==> src/rtl/uart_tx_frame.sv <==
// -----------------------------------------------------------------------------
// uart_tx_frame
//
// Run-time configurable UART transmitter. Sends one character per frame on
// o_tx: a start bit, 6/7/8 data bits (LSB first), an optional even/odd parity
// bit and 1, 1.5 or 2 stop bits. Bit timing is counted in baud ticks
// (SB_TICK_UNIT ticks per bit). The block is meant to sit on a TX FIFO read
// port: i_tx_start is "FIFO not empty", o_tx_done_tick is the FIFO pop.
//
// Ports
//   i_clk           system clock, rising edge
//   i_reset         asynchronous, active-high reset
//   i_baud_tick     one-clock pulse at SB_TICK_UNIT x the bit rate
//   i_tx_start      level: a character is available
//   i_data          character, only the low N bits are sent
//   i_data_num      00: 6 bits, 01: 7 bits, 1x: 8 bits
//   i_stop_num      00: 1 stop, 01: 1.5 stop, 1x: 2 stop bits
//   i_par           01: even, 10: odd, 00/11: no parity
//   o_tx            serial line, registered, idles high
//   o_tx_done_tick  one-clock pulse in the first IDLE clock after the frame
//   o_busy          high for exactly the clocks o_tx carries the frame
//
// All outputs are registered from the current FSM state, so the line lags
// the FSM by one clock: o_tx falls one clock after the edge that samples
// i_tx_start, and the done pulse coincides with the last stop-bit clock on
// the line. Configuration and data are latched on the IDLE -> START edge and
// never looked at again until the next frame.
// -----------------------------------------------------------------------------
module uart_tx_frame #(
   parameter int DBIT_MAX     = 8,
   parameter int SB_TICK_UNIT = 16
) (
   input  logic                i_clk,
   input  logic                i_reset,
   input  logic                i_baud_tick,
   input  logic                i_tx_start,
   input  logic [DBIT_MAX-1:0] i_data,
   input  logic [1:0]          i_data_num,
   input  logic [1:0]          i_stop_num,
   input  logic [1:0]          i_par,
   output logic                o_tx,
   output logic                o_tx_done_tick,
   output logic                o_busy
);

   // Tick counter must reach 2*SB_TICK_UNIT-1 for two stop bits.
   localparam int S_W = $clog2(2 * SB_TICK_UNIT);
   localparam int N_W = $clog2(DBIT_MAX);

   localparam logic [2:0] ST_IDLE   = 3'd0;
   localparam logic [2:0] ST_START  = 3'd1;
   localparam logic [2:0] ST_DATA   = 3'd2;
   localparam logic [2:0] ST_PARITY = 3'd3;
   localparam logic [2:0] ST_STOP   = 3'd4;

   localparam logic [S_W-1:0] S_BIT_LAST    = S_W'(SB_TICK_UNIT - 1);
   localparam logic [S_W-1:0] S_STOP15_LAST = S_W'(SB_TICK_UNIT + SB_TICK_UNIT / 2 - 1);
   localparam logic [S_W-1:0] S_STOP2_LAST  = S_W'(2 * SB_TICK_UNIT - 1);
   localparam logic [S_W-1:0] S_ONE         = S_W'(1);
   localparam logic [N_W-1:0] N_ONE         = N_W'(1);

   logic [2:0]          state_q,   state_d;
   logic [S_W-1:0]      s_q,       s_d;        // baud ticks within current bit
   logic [N_W-1:0]      n_q,       n_d;        // data bit index
   logic [DBIT_MAX-1:0] b_q,       b_d;        // shift register, b_q[0] is on the line
   logic [N_W-1:0]      n_last_q,  n_last_d;   // latched N-1
   logic                par_en_q,  par_en_d;
   logic                par_odd_q, par_odd_d;
   logic [S_W-1:0]      t_last_q,  t_last_d;   // latched stop ticks T-1
   logic                par_acc_q, par_acc_d;  // XOR of data bits sent so far
   logic                tx_q,      tx_d;
   logic                done_q,    done_d;
   logic                busy_q,    busy_d;

   // Decoded configuration, only used on the IDLE -> START edge.
   logic [N_W-1:0]      cfg_n_last;
   logic [S_W-1:0]      cfg_t_last;
   logic                cfg_par_en;
   logic                cfg_par_odd;

   // Tick that closes a full-length bit (start, data or parity).
   logic                bit_end;

   always_comb begin
      case (i_data_num)
         2'b00:   cfg_n_last = N_W'(5);
         2'b01:   cfg_n_last = N_W'(6);
         default: cfg_n_last = N_W'(7);
      endcase

      case (i_stop_num)
         2'b00:   cfg_t_last = S_BIT_LAST;
         2'b01:   cfg_t_last = S_STOP15_LAST;
         default: cfg_t_last = S_STOP2_LAST;
      endcase

      cfg_par_en  = (i_par == 2'b01) || (i_par == 2'b10);
      cfg_par_odd = (i_par == 2'b10);
   end

   assign bit_end = i_baud_tick && (s_q == S_BIT_LAST);

   always_comb begin
      state_d   = state_q;
      s_d       = s_q;
      n_d       = n_q;
      b_d       = b_q;
      n_last_d  = n_last_q;
      par_en_d  = par_en_q;
      par_odd_d = par_odd_q;
      t_last_d  = t_last_q;
      par_acc_d = par_acc_q;
      tx_d      = 1'b1;
      done_d    = 1'b0;
      // Busy follows the state with the same one-clock lag as the line.
      busy_d    = (state_q != ST_IDLE);

      case (state_q)
         ST_IDLE: begin
            tx_d = 1'b1;
            // Starts on the clock edge itself, not on a baud tick.
            if (i_tx_start) begin
               b_d       = i_data;
               n_last_d  = cfg_n_last;
               par_en_d  = cfg_par_en;
               par_odd_d = cfg_par_odd;
               t_last_d  = cfg_t_last;
               par_acc_d = 1'b0;
               s_d       = '0;
               n_d       = '0;
               state_d   = ST_START;
            end
         end

         ST_START: begin
            tx_d = 1'b0;
            if (bit_end) begin
               s_d     = '0;
               state_d = ST_DATA;
            end else if (i_baud_tick) begin
               s_d = s_q + S_ONE;
            end
         end

         ST_DATA: begin
            tx_d = b_q[0];
            if (bit_end) begin
               s_d       = '0;
               b_d       = b_q >> 1;
               par_acc_d = par_acc_q ^ b_q[0];
               if (n_q == n_last_q) begin
                  state_d = par_en_q ? ST_PARITY : ST_STOP;
               end else begin
                  n_d = n_q + N_ONE;
               end
            end else if (i_baud_tick) begin
               s_d = s_q + S_ONE;
            end
         end

         ST_PARITY: begin
            // Accumulator is even parity; odd mode inverts it.
            tx_d = par_acc_q ^ par_odd_q;
            if (bit_end) begin
               s_d     = '0;
               state_d = ST_STOP;
            end else if (i_baud_tick) begin
               s_d = s_q + S_ONE;
            end
         end

         ST_STOP: begin
            tx_d = 1'b1;
            if (i_baud_tick) begin
               if (s_q == t_last_q) begin
                  s_d     = '0;
                  done_d  = 1'b1;
                  state_d = ST_IDLE;
               end else begin
                  s_d = s_q + S_ONE;
               end
            end
         end

         default: begin
            state_d = ST_IDLE;
            s_d     = '0;
            n_d     = '0;
         end
      endcase
   end

   always_ff @(posedge i_clk or posedge i_reset) begin
      if (i_reset) begin
         state_q   <= ST_IDLE;
         s_q       <= '0;
         n_q       <= '0;
         b_q       <= '0;
         n_last_q  <= '0;
         par_en_q  <= 1'b0;
         par_odd_q <= 1'b0;
         t_last_q  <= '0;
         par_acc_q <= 1'b0;
         tx_q      <= 1'b1;
         done_q    <= 1'b0;
         busy_q    <= 1'b0;
      end else begin
         state_q   <= state_d;
         s_q       <= s_d;
         n_q       <= n_d;
         b_q       <= b_d;
         n_last_q  <= n_last_d;
         par_en_q  <= par_en_d;
         par_odd_q <= par_odd_d;
         t_last_q  <= t_last_d;
         par_acc_q <= par_acc_d;
         tx_q      <= tx_d;
         done_q    <= done_d;
         busy_q    <= busy_d;
      end
   end

   assign o_tx           = tx_q;
   assign o_tx_done_tick = done_q;
   assign o_busy         = busy_q;

endmodule

==> config.mk <==
export PLATFORM = sky130hd
export DESIGN_NAME = uart_tx_frame
export DESIGN_NICKNAME = d
export VERILOG_FILES = /design/src/rtl/uart_tx_frame.sv
export SDC_FILE = /design/constraint.sdc
export NUM_CORES = 1
export LEC_CHECK = 0
export ABC_AREA = 0
export ABC_CLOCK_PERIOD_IN_PS = 2700
export CAP_MARGIN = 20
export CORE_ASPECT_RATIO = 1.4
export CORE_MARGIN = 8
export CORE_UTILIZATION = 55
export CTS_CLUSTER_DIAMETER = 120
export DETAILED_ROUTE_END_ITERATION = 16
export PLACE_DENSITY = 0.79
export SYNTH_ARGS = -nofsm -noshare
export SYNTH_HDL_FRONTEND = slang
export SYNTH_SLANG_ARGS = --single-unit
==> constraint.sdc <==
create_clock -name i_clk -period 2.7 [get_ports i_clk]
set_input_delay 0.81 -clock i_clk [delete_from_list [all_inputs] [get_ports i_clk]]
set_output_delay 0.81 -clock i_clk [all_outputs]
set_load 0.02 [all_outputs]
# Word level (Yosys, flattened, before mapping)
# Index checks and enable logic that the tools add are counted.
[totals] regBits=33
[op_classes] bitwise_logic=3 addsub=2 n_eq_ne=20 n_mux=31 reduce_logical=14
[op_table] op="$mux W3" n=11
[op_table] op="$mux W5" n=5
[op_table] op="$mux W8" n=2
[op_table] op="$ne A2 B2 Y1 const B" n=8
[op_table] op="$pmux W8 S2" n=1
[op_table] op="$pmux W3 S5" n=1
[op_table] op="$pmux W5 S3" n=1
[op_table] op="$pmux W5 S2" n=1
[op_table] op="$pmux W3 S3" n=1
[op_table] op="$reduce_and A7 Y1" n=1
[op_table] op="$eq A2 B1 Y1 const B" n=3
[op_table] op="$eq A3 B2 Y1 const B" n=2
[op_table] op="$reduce_and A3 Y1" n=2
[op_table] op="$reduce_or A3 Y1" n=2
[op_table] op="$add A5 B1 Y5 const B" n=1
[op_table] op="$eq A5 B4 Y1 const B" n=1
[op_table] op="$eq A5 B5 Y1" n=1
[op_table] op="$mux W1" n=5
[op_table] op="$logic_not A2 Y1" n=2
[op_table] op="$pmux W2 S2" n=1
[op_table] op="$reduce_and A4 Y1" n=1
[op_table] op="$add A3 B1 Y3 const B" n=1
[op_table] op="$eq A3 B1 Y1 const B" n=1
[op_table] op="$eq A3 B3 Y1" n=1
[op_table] op="other kinds (13)" n=14

# Longest topological paths before layout
# Gate-level depths: netlist (run 1).
[depth] ltp_word=4 depth_mapped=8 depth_no_buf=8

# Worst setup path after synthesis (run 1)
# No wires, ideal clock.
[synth_timing] path_type="register -> register" from="register s_q[0]" to="register n_q[1]" path_stages_with_launch=8 t_arrival_ps=1643 setup_slack_ps=933 required_time_ps=2575 cell_sequence="dfrtp_1 > ha_1 > and3_1 > ha_1 > nand3_1 > nand3_1 > nand2_1 > mux2_2"
[synth_via] elab_chain_cells=4
[synth_rtl] item="start: declaration" line="63" rtl="logic [S_W-1:0] s_q, s_d;"
[synth_rtl] item="start signal: assignment" line="196" rtl="s_q <= '0;"
[synth_rtl] item="start signal: assignment" line="209" rtl="s_q <= s_d;"
[synth_rtl] item="$eq A5 B4 Y1" line="101" rtl="assign bit_end = i_baud_tick && (s_q == S_BIT_LAST);"
[synth_rtl] item="$logic_and A1 B1 Y1" line="101"
[synth_rtl] item="$ne A2 B2 Y1 (no source line)"
[synth_rtl] item="$reduce_and A4 Y1 (no source line)"
[synth_rtl] item="end signal: assignment" line="210" rtl="n_q <= n_d;"
[synth_rtl] item="end: declaration" line="64" rtl="logic [N_W-1:0] n_q, n_d;"
# No other way between the ends.
# A chain may end at the register's enable or synchronous reset.

# Final worst setup path (run 1)
[layout_timing] from="register tx_q, in the netlist o_tx" to="output o_tx"
[layout_rtl] item="start: declaration" line="71" rtl="logic tx_q, tx_d;"
[layout_rtl] item="start signal: assignment" line="217" rtl="tx_q <= tx_d;"
[layout_rtl] item="end: declaration" line="41" rtl="output logic o_tx,"
# No word-level cell between the ends.

==> results.md, run 1 <==
- Worst Max-Slew Pin Slew: about 410 ps
- RD Place Congestion: about 0.77
- Synthesized flop and latch total: 30
- Final core occ: between 60% and 70%
- GRT Residual Overflow: 0
- Reg2reg path depth: 7
- CP max-delay cell: clkdlybuf4s50_1
- Die area: just under 0.005 mm2
- Initial DRC Count: 63
- Die X: about 62 um
- Starting Density: between 50% and 60%
- Diode count: 0
- Num rows: 23
- Tmin final: roughly 2200 ps
- Place WS: around 320 ps
- Routed Antenna Nets: 0
- Crit path arrival time: approximately 1400 ps
- Synth Area in Simple Gates: 16.5%
- Postcts setup bufs: 0
- EDFF count, synth: 0
- Ports: 21
- Gr usage total: roughly 15%
- Post-synth top area cell: dfrtp_1
- Syn_nets: 179
- Synth Flop Type: dfrtp_1
- Combinational family with the most area after synthesis: compound AO/OA/AOI/OAI gates
- Synth area leaders: dfrtp_1, mux2i_1, nor2_1
- CTS tree: yes
- Power per standard cell area: between 1000 and 1500 mW/mm2
- Synth warn: 0
- Die Y: 79.7 um
- Status: finished clean
- Setup CP Type: register to primary output
- Max FO, Critical Path: 1
- Hold buffer count at CTS: 0
- XOR/XNOR share of the synthesized area: about 3.8%
- Commonest cells in the netlist: dfrtp_1, nor2_1, inv_1
- Critical Path, Cell by Cell: clkdlybuf4s50_1
- Post-CTS Resized: 0
- Largest net degree at the start of global routing: 31
- Clk buf depth: 2
- Total negative slack: 0 ps
- Residual DRC: 0
- First-pass DRT Iterations: 4
- Worst skew pair latency: between 200 and 300 ps
- CP startpoint kind: register
- Endpoints failing hold: 0
- Drt via density: between 5 and 6
- Sequential share of the synthesized area: between 40 and 50%
- Layout Skew: 4.96 ps
- Post-DP HPWL: 2350 um
- Crit path required time: around 1900 ps
- CTS root buffer: clkbuf_8
- Mux contribution to synthesized area: under 10%
- Post-Route WL: roughly 3200 um
- Global-route wire length before repair: between 5000 and 6000 um
- Post-synth design cell area: around 0.0016 mm2
- Max incr delay on CP: roughly 600 ps
- Max_slew headroom: about 73%
- Critical Path End Type: primary output
- Critical Path Stages: 1
- Slack of the critical path: 496 ps
- Initial antenna violation count: 0
- Worst-path clk slew: ~60 ps
- Post-synth ARST share: 100%
- Layout cells sized above 1: 13.7%
- Count of final setup violators: 0
- Total Nets Final: about 200
- CP Buf/Inv Count: 1
- Max_cap viols: 0
- Leakage power: 0.000883 uW
- Adder-Cell Fraction of Synth Area: ~3.1%
- Port buffer count: 20
- Cells after synthesis: roughly 160
- Routed WL per cell: ~14 um
- Max VDD drop: about 740 uV
- Fin. max-slew vios: 0
- Top cell type's share of synthesized area: a little under half
- Max Freq: ~0.45 GHz
- Core ar.: approximately 0.0028 mm2
- Avg Cell Area, Syn: 10.2 um2
- Cell family with most CP delay: buffers and inverters
- Worst hold stages: 2
- Clock Sinks: 30
- Layout area overhead: 20.7%
- Library cells used by synthesis: between 40 and 50
- Vias in the first global route: 1330
- Top-count cell post-synth: dfrtp_1
- Post-synthesis compound-gate area fraction: ~17%
- Unrepaired setup endpoints after global routing: no
- H-Tree Depth: 2
- Total clock buffers created by CTS: 5
- Detailed-route via count: 1220
- Period utilization: 81.6%
- Worst hold path type: register to register
tightest hold or removal path: stages (launching register included):
cell	delay (ps)
dfrtp_1	340
nor2_1	50
a21oi_1	100
per-stage QoR:
stage	total power [uW]	cells	cell area, um2	hold WS, ps
3_5_place_dp	1600	212	1830	520
6_report	1960	220	1930	532
2_1_floorplan	1410	157	1600	487
4_1_cts	1980	220	1930	541
5_1_grt	2110	220	1930	578
3_3_place_gp	1550	212	1830	513
worst paths after layout:
check	start	to	slack, ps
setup / recovery	o_tx$_DFF_PP1_	o_tx	500
hold / removal	b_q[4]$_DFFE_PP0P_	b_q[4]$_DFFE_PP0P_	530
setup reg to reg	s_q[0]$_DFFE_PP0P_	n_q[1]$_DFFE_PP0P_	740
hold reg to reg	b_q[4]$_DFFE_PP0P_	b_q[4]$_DFFE_PP0P_	530
max in group asynchronous	i_reset	o_tx$_DFF_PP1_	1500
min in group asynchronous	i_reset	par_en_q$_DFFE_PP0P_	890
sequential cells by signal (all words and copies together), names as in the netlist:
register and count:
par_odd_q 1, o_busy 1, state_q 3, n_q 3
o_tx_done_tick 1, par_acc_q 1, s_q 5, n_last_q 2
par_en_q 1, t_last_q 3, b_q 8, o_tx 1
logic make-up after synthesis:
logic type               after synthesis
AND/OR/NAND/NOR                       51
buffers and inverters                 16
AO/OA/AOI/OAI                         37
multiplexers                          12
XOR/XNOR                               7
adder cells (fa/ha/maj)                4
flip-flops                            30
power by group:
part	leakage (uW)	total, uW	internal [uW]	switching [uW]
Sequential	0.000355	799	626	173
Clock	0.0000482	368	205	163
Combinational	0.000479	796	388	407
cell usage in the layout, fill, tap and decap left out, types with 2 or more instances in the layout:
cell             count
dfrtp_1             29
clkdlybuf4s50_1     20
nor2_1              19
inv_1               11
nand2_1              9
mux2i_1              9
a21oi_1              9
o21ai_0              7
xnor2_1              6
clkbuf_8             6
nand3_1              4
a21o_1               4
ha_1                 4
nand2b_1             3
and3_1               3
a31oi_1              3
o2bb2ai_1            3
buf_4                3
nor2_2               2
nand4_1              2
nor3b_1              2
o21bai_1             2
mux2_2               2
layer usage:
layer / up-vias / wire [um] / track usage [%]
li1: 599 / - / -
met1: 579 / 1210 / 14.5
met2: 32 / 1730 / 26.4
met3: 10 / 116 / 4.03
met4: 0 / 112 / 8.47
met5: - / 0 / 0
cell type report:
class / instances / area, um2
fillers: 239 / 895
well taps: 37 / 46.3
multi-input cells: 111 / 772
repair buffers: 23 / 223
clock inverters: 1 / 5.00
flip-flops and latches: 30 / 752
clock buffers: 7 / 86.3
inverters: 11 / 41.3
(Power assumes the default switching activity.)
==> run 2, diff against run 1 <==
--- a/config.mk
+++ b/config.mk
@@ -6,14 +6,14 @@
 export NUM_CORES = 1
 export LEC_CHECK = 0
 export ABC_AREA = 0
-export ABC_CLOCK_PERIOD_IN_PS = 2700
+export ABC_CLOCK_PERIOD_IN_PS = 1900
 export CAP_MARGIN = 20
 export CORE_ASPECT_RATIO = 1.4
 export CORE_MARGIN = 8
-export CORE_UTILIZATION = 55
+export CORE_UTILIZATION = 49
 export CTS_CLUSTER_DIAMETER = 120
 export DETAILED_ROUTE_END_ITERATION = 16
-export PLACE_DENSITY = 0.79
+export PLACE_DENSITY = 0.74
 export SYNTH_ARGS = -nofsm -noshare
 export SYNTH_HDL_FRONTEND = slang
 export SYNTH_SLANG_ARGS = --single-unit
==> constraint.sdc (replaced) <==
create_clock -name i_clk -period 1.9 [get_ports i_clk]
set_input_delay 0.57 -clock i_clk [delete_from_list [all_inputs] [get_ports i_clk]]
set_output_delay 0.57 -clock i_clk [all_outputs]
set_load 0.02 [all_outputs]
==> results.md, run 2 (synthesis results as in run 1) <==
- R2r setup slk: 80 ps (-660 ps)
- Non-Filler Instances: 230 (+4.5%)
- Max FFs per register: 8 (unchanged)
- Max_cap viols: 0 (unchanged)
- CTS tree: yes
- Die X: 64.2 um (+4.4%)
- Reg2reg path depth: 8 (+1)
- Routed WL per cell: 14.7 um (+1.8%)
- Power per standard cell area: 1430 mW/mm2 (+41%)
- Period utilization: 95.7%
- Worst setup startpoint: s_q[1]$_DFFE_PP0P_
- Post-Route WL: 3380 um (+6.5%)
- Diode count: 0 (unchanged)
- Worst hold path type: register to register
- RD Place Congestion: 0.805 (+4.3%)
- Routed Antenna Nets: 0 (unchanged)
- Total Nets Final: 212 (+3.9%)
- Die Y: 83.5 um (+4.8%)
- Port buffer count: 20 (unchanged)
- CP Capture Point: s_q[2]$_DFFE_PP0P_
- Gr usage total: 13.7% (-1.2 points)
- Setup CP Type: register to register
- Drt via density: 5.37 (-3.3%)
- Max FO, Critical Path: 5 (+4)
- Core ar.: 0.00312 mm2 (+11%)
- Clock Sinks: 30 (unchanged)
- Layout Skew: 3.15 ps (-1.81 ps)
- Crit path arrival time: 2030 ps (+640 ps)
- Tmin final: 1820 ps
- Commonest non-fill, non-tap cells in the layout: dfrtp_1, nor2_1, clkdlybuf4s50_1
- Multi-input logic area: 793 um2 (+2.8%)
- Worst skew pair latency: 270 ps (about the same)
- CP startpoint kind: register
- Starting Density: 51.1% (-5.5 points)
- Reg area: 752 um2 (unchanged)
- Layout cells sized above 1: 19.4% (+5.7 points)
- Critical Path End Type: register
- Place WS: -135 ps (-455 ps)
- Leakage power: 0.000924 uW (+4.7%)
- Critical Path, Cell by Cell: ha_2, and3_4, ha_2, buf_4, o21ai_4, o311ai_4, nor3b_2, a21o_1
- Ports: 21 (unchanged)
- Max Freq: around 0.55 GHz
- CP max-delay cell: dfrtp_1
- Max_slew headroom: 72.3% (-0.58 points)
- Design area: 0.00202 mm2 (+4.9%)
- Total clock buffers created by CTS: 5 (unchanged)
- Fin. max-slew vios: 0 (unchanged)
- Reg-to-Reg End: s_q[2]$_DFFE_PP0P_
- Crit path top cell by count: ha_2
- Count of final setup violators: 0 (unchanged)
- Num rows: 24 (+4.3%)
- Max incr delay on CP: 380 ps (-220 ps)
- Commonest non-fill, non-tap cell in the layout: dfrtp_1
- Initial DRC Count: 71 (+13%)
- GRT Residual Overflow: 0 (unchanged)
- Cells after DPL: 219 (+3.3%)
- Residual DRC: 0 (unchanged)
- Worst-path clk slew: 60 ps (about the same)
- Worst Max-Slew Pin Slew: 414 ps (+7.70 ps)
- Worst r2r src: s_q[1]$_DFFE_PP0P_
- Initial antenna violation count: 0 (unchanged)
- Largest register by flop count: b_q
- Largest net degree at the start of global routing: 31 (unchanged)
- CTS root buffer: clkbuf_8
- Clk buf depth: 2 (unchanged)
- Global-route wire length before repair: 5890 um (+7.3%)
- Endpoints failing hold: 0 (unchanged)
- Detailed-route via count: 1234 (+1.1%)
- First-pass DRT Iterations: 4 (unchanged)
- Max VDD drop: 808 uV (+9.1%)
- Slack of the critical path: 82.2 ps (-414 ps)
- Status: finished clean
- Min-delay src: b_q[2]$_DFFE_PP0P_
- Post-DP HPWL: 2580 um (+9.5%)
- Placed Instance Area: 0.00189 mm2 (+2.9%)
- Vias in the first global route: 1298 (-2.4%)
- Total power: 2900 uW (+48%)
- Fillers: 274 (+15%)
- H-Tree Depth: 2 (unchanged)
- Crit path required time: 2110 ps (+220 ps)
- Layout area overhead: 26.7%
- Largest regs: b_q (8), s_q (5)
- Die area: 0.00536 mm2 (+9.4%)
run 2: changes by cell type in the layout (fill, tap and decap cells not counted), sizes merged:
cell / change
buf: +8
clkdlybuf4s50: -1
dlygate4sd2: +1
run 2: worst max-delay path: cells and delay by family (launching register included):
family,cells,cell delay (ps)
AO/OA/AOI/OAI,3,400
AND/OR/NAND/NOR,2,440
buffers and inverters,1,140
adder cells (fa/ha/maj),2,390
flip-flops,1,380
run 2: how the worst min path moves through the flow:
stage,endpoint,slack [ps],depth (start not counted)
floorplan,s_q[1]$_DFFE_PP0P_,490,2
global placement,b_q[1]$_DFFE_PP0P_,510,2
detailed placement,b_q[6]$_DFFE_PP0P_,520,2
CTS,b_q[2]$_DFFE_PP0P_,540,2
global route,b_q[6]$_DFFE_PP0P_,560,2
finish,b_q[2]$_DFFE_PP0P_,530,2
run 2: metal layers:
metal  global-route usage, %  vias to the layer above  share of wire [%]
li1                        -                      613                  -
met1                    14.2                      595                 39
met2                    24.4                       22                 55
met3                    4.44                        4                4.4
met4                    5.38                        0                1.2
met5                       0                        -                  0
run 2: per-stage QoR:
stage	hold slack (ps)	utilization [%]	setup TNS [ps]
after floorplan	487	-	0
after global placement	512	60.4	-141
after detailed placement	523	60.4	-359
after CTS	537	64.2	0
after global routing	562	64.7	-1.09
final	526	64.7	0
run 2: repair_timing:
item	4_1_cts	5_1_grt
hold buffers	0	0
buffers inserted	2	1
pin swaps	4	7
endpoints found under the setup margin	4	4
cloned	0	0
hold endpoints to repair	0	0
gates resized for setup	4	2
run 2: area by class of cell:
cell class	count	share of cell area, %
Sequential cell	30	37.2
Inverter	11	2.04
Clock inverter	1	0.248
Clock buffer	7	4.27
Tap cell	39	2.41
Multi-Input combinational cell	111	39.3
Timing Repair Buffer	31	14.6
run 2: power by group:
part / switching, uW / total, uW / internal, uW
logic: 640 / 1280 / 644
clock network: 221 / 512 / 291
registers: 213 / 1100 / 889
==> run 3, diff against run 2 <==
==> constraint.sdc (replaced) <==
create_clock -name i_clk -period 1.9 [get_ports i_clk]
set_input_delay 0.57 -clock i_clk [delete_from_list [all_inputs] [get_ports i_clk]]
set_output_delay 0.57 -clock i_clk [all_outputs]
set_load 0.01 [all_outputs]
==> results of run 3 <==
Same layout as run 2 (identical final DEF). Status: finished clean.
Main changes from that run: total power 2900 uW -> 2890 uW; worst IR drop on VDD 808 uV -> 806 uV
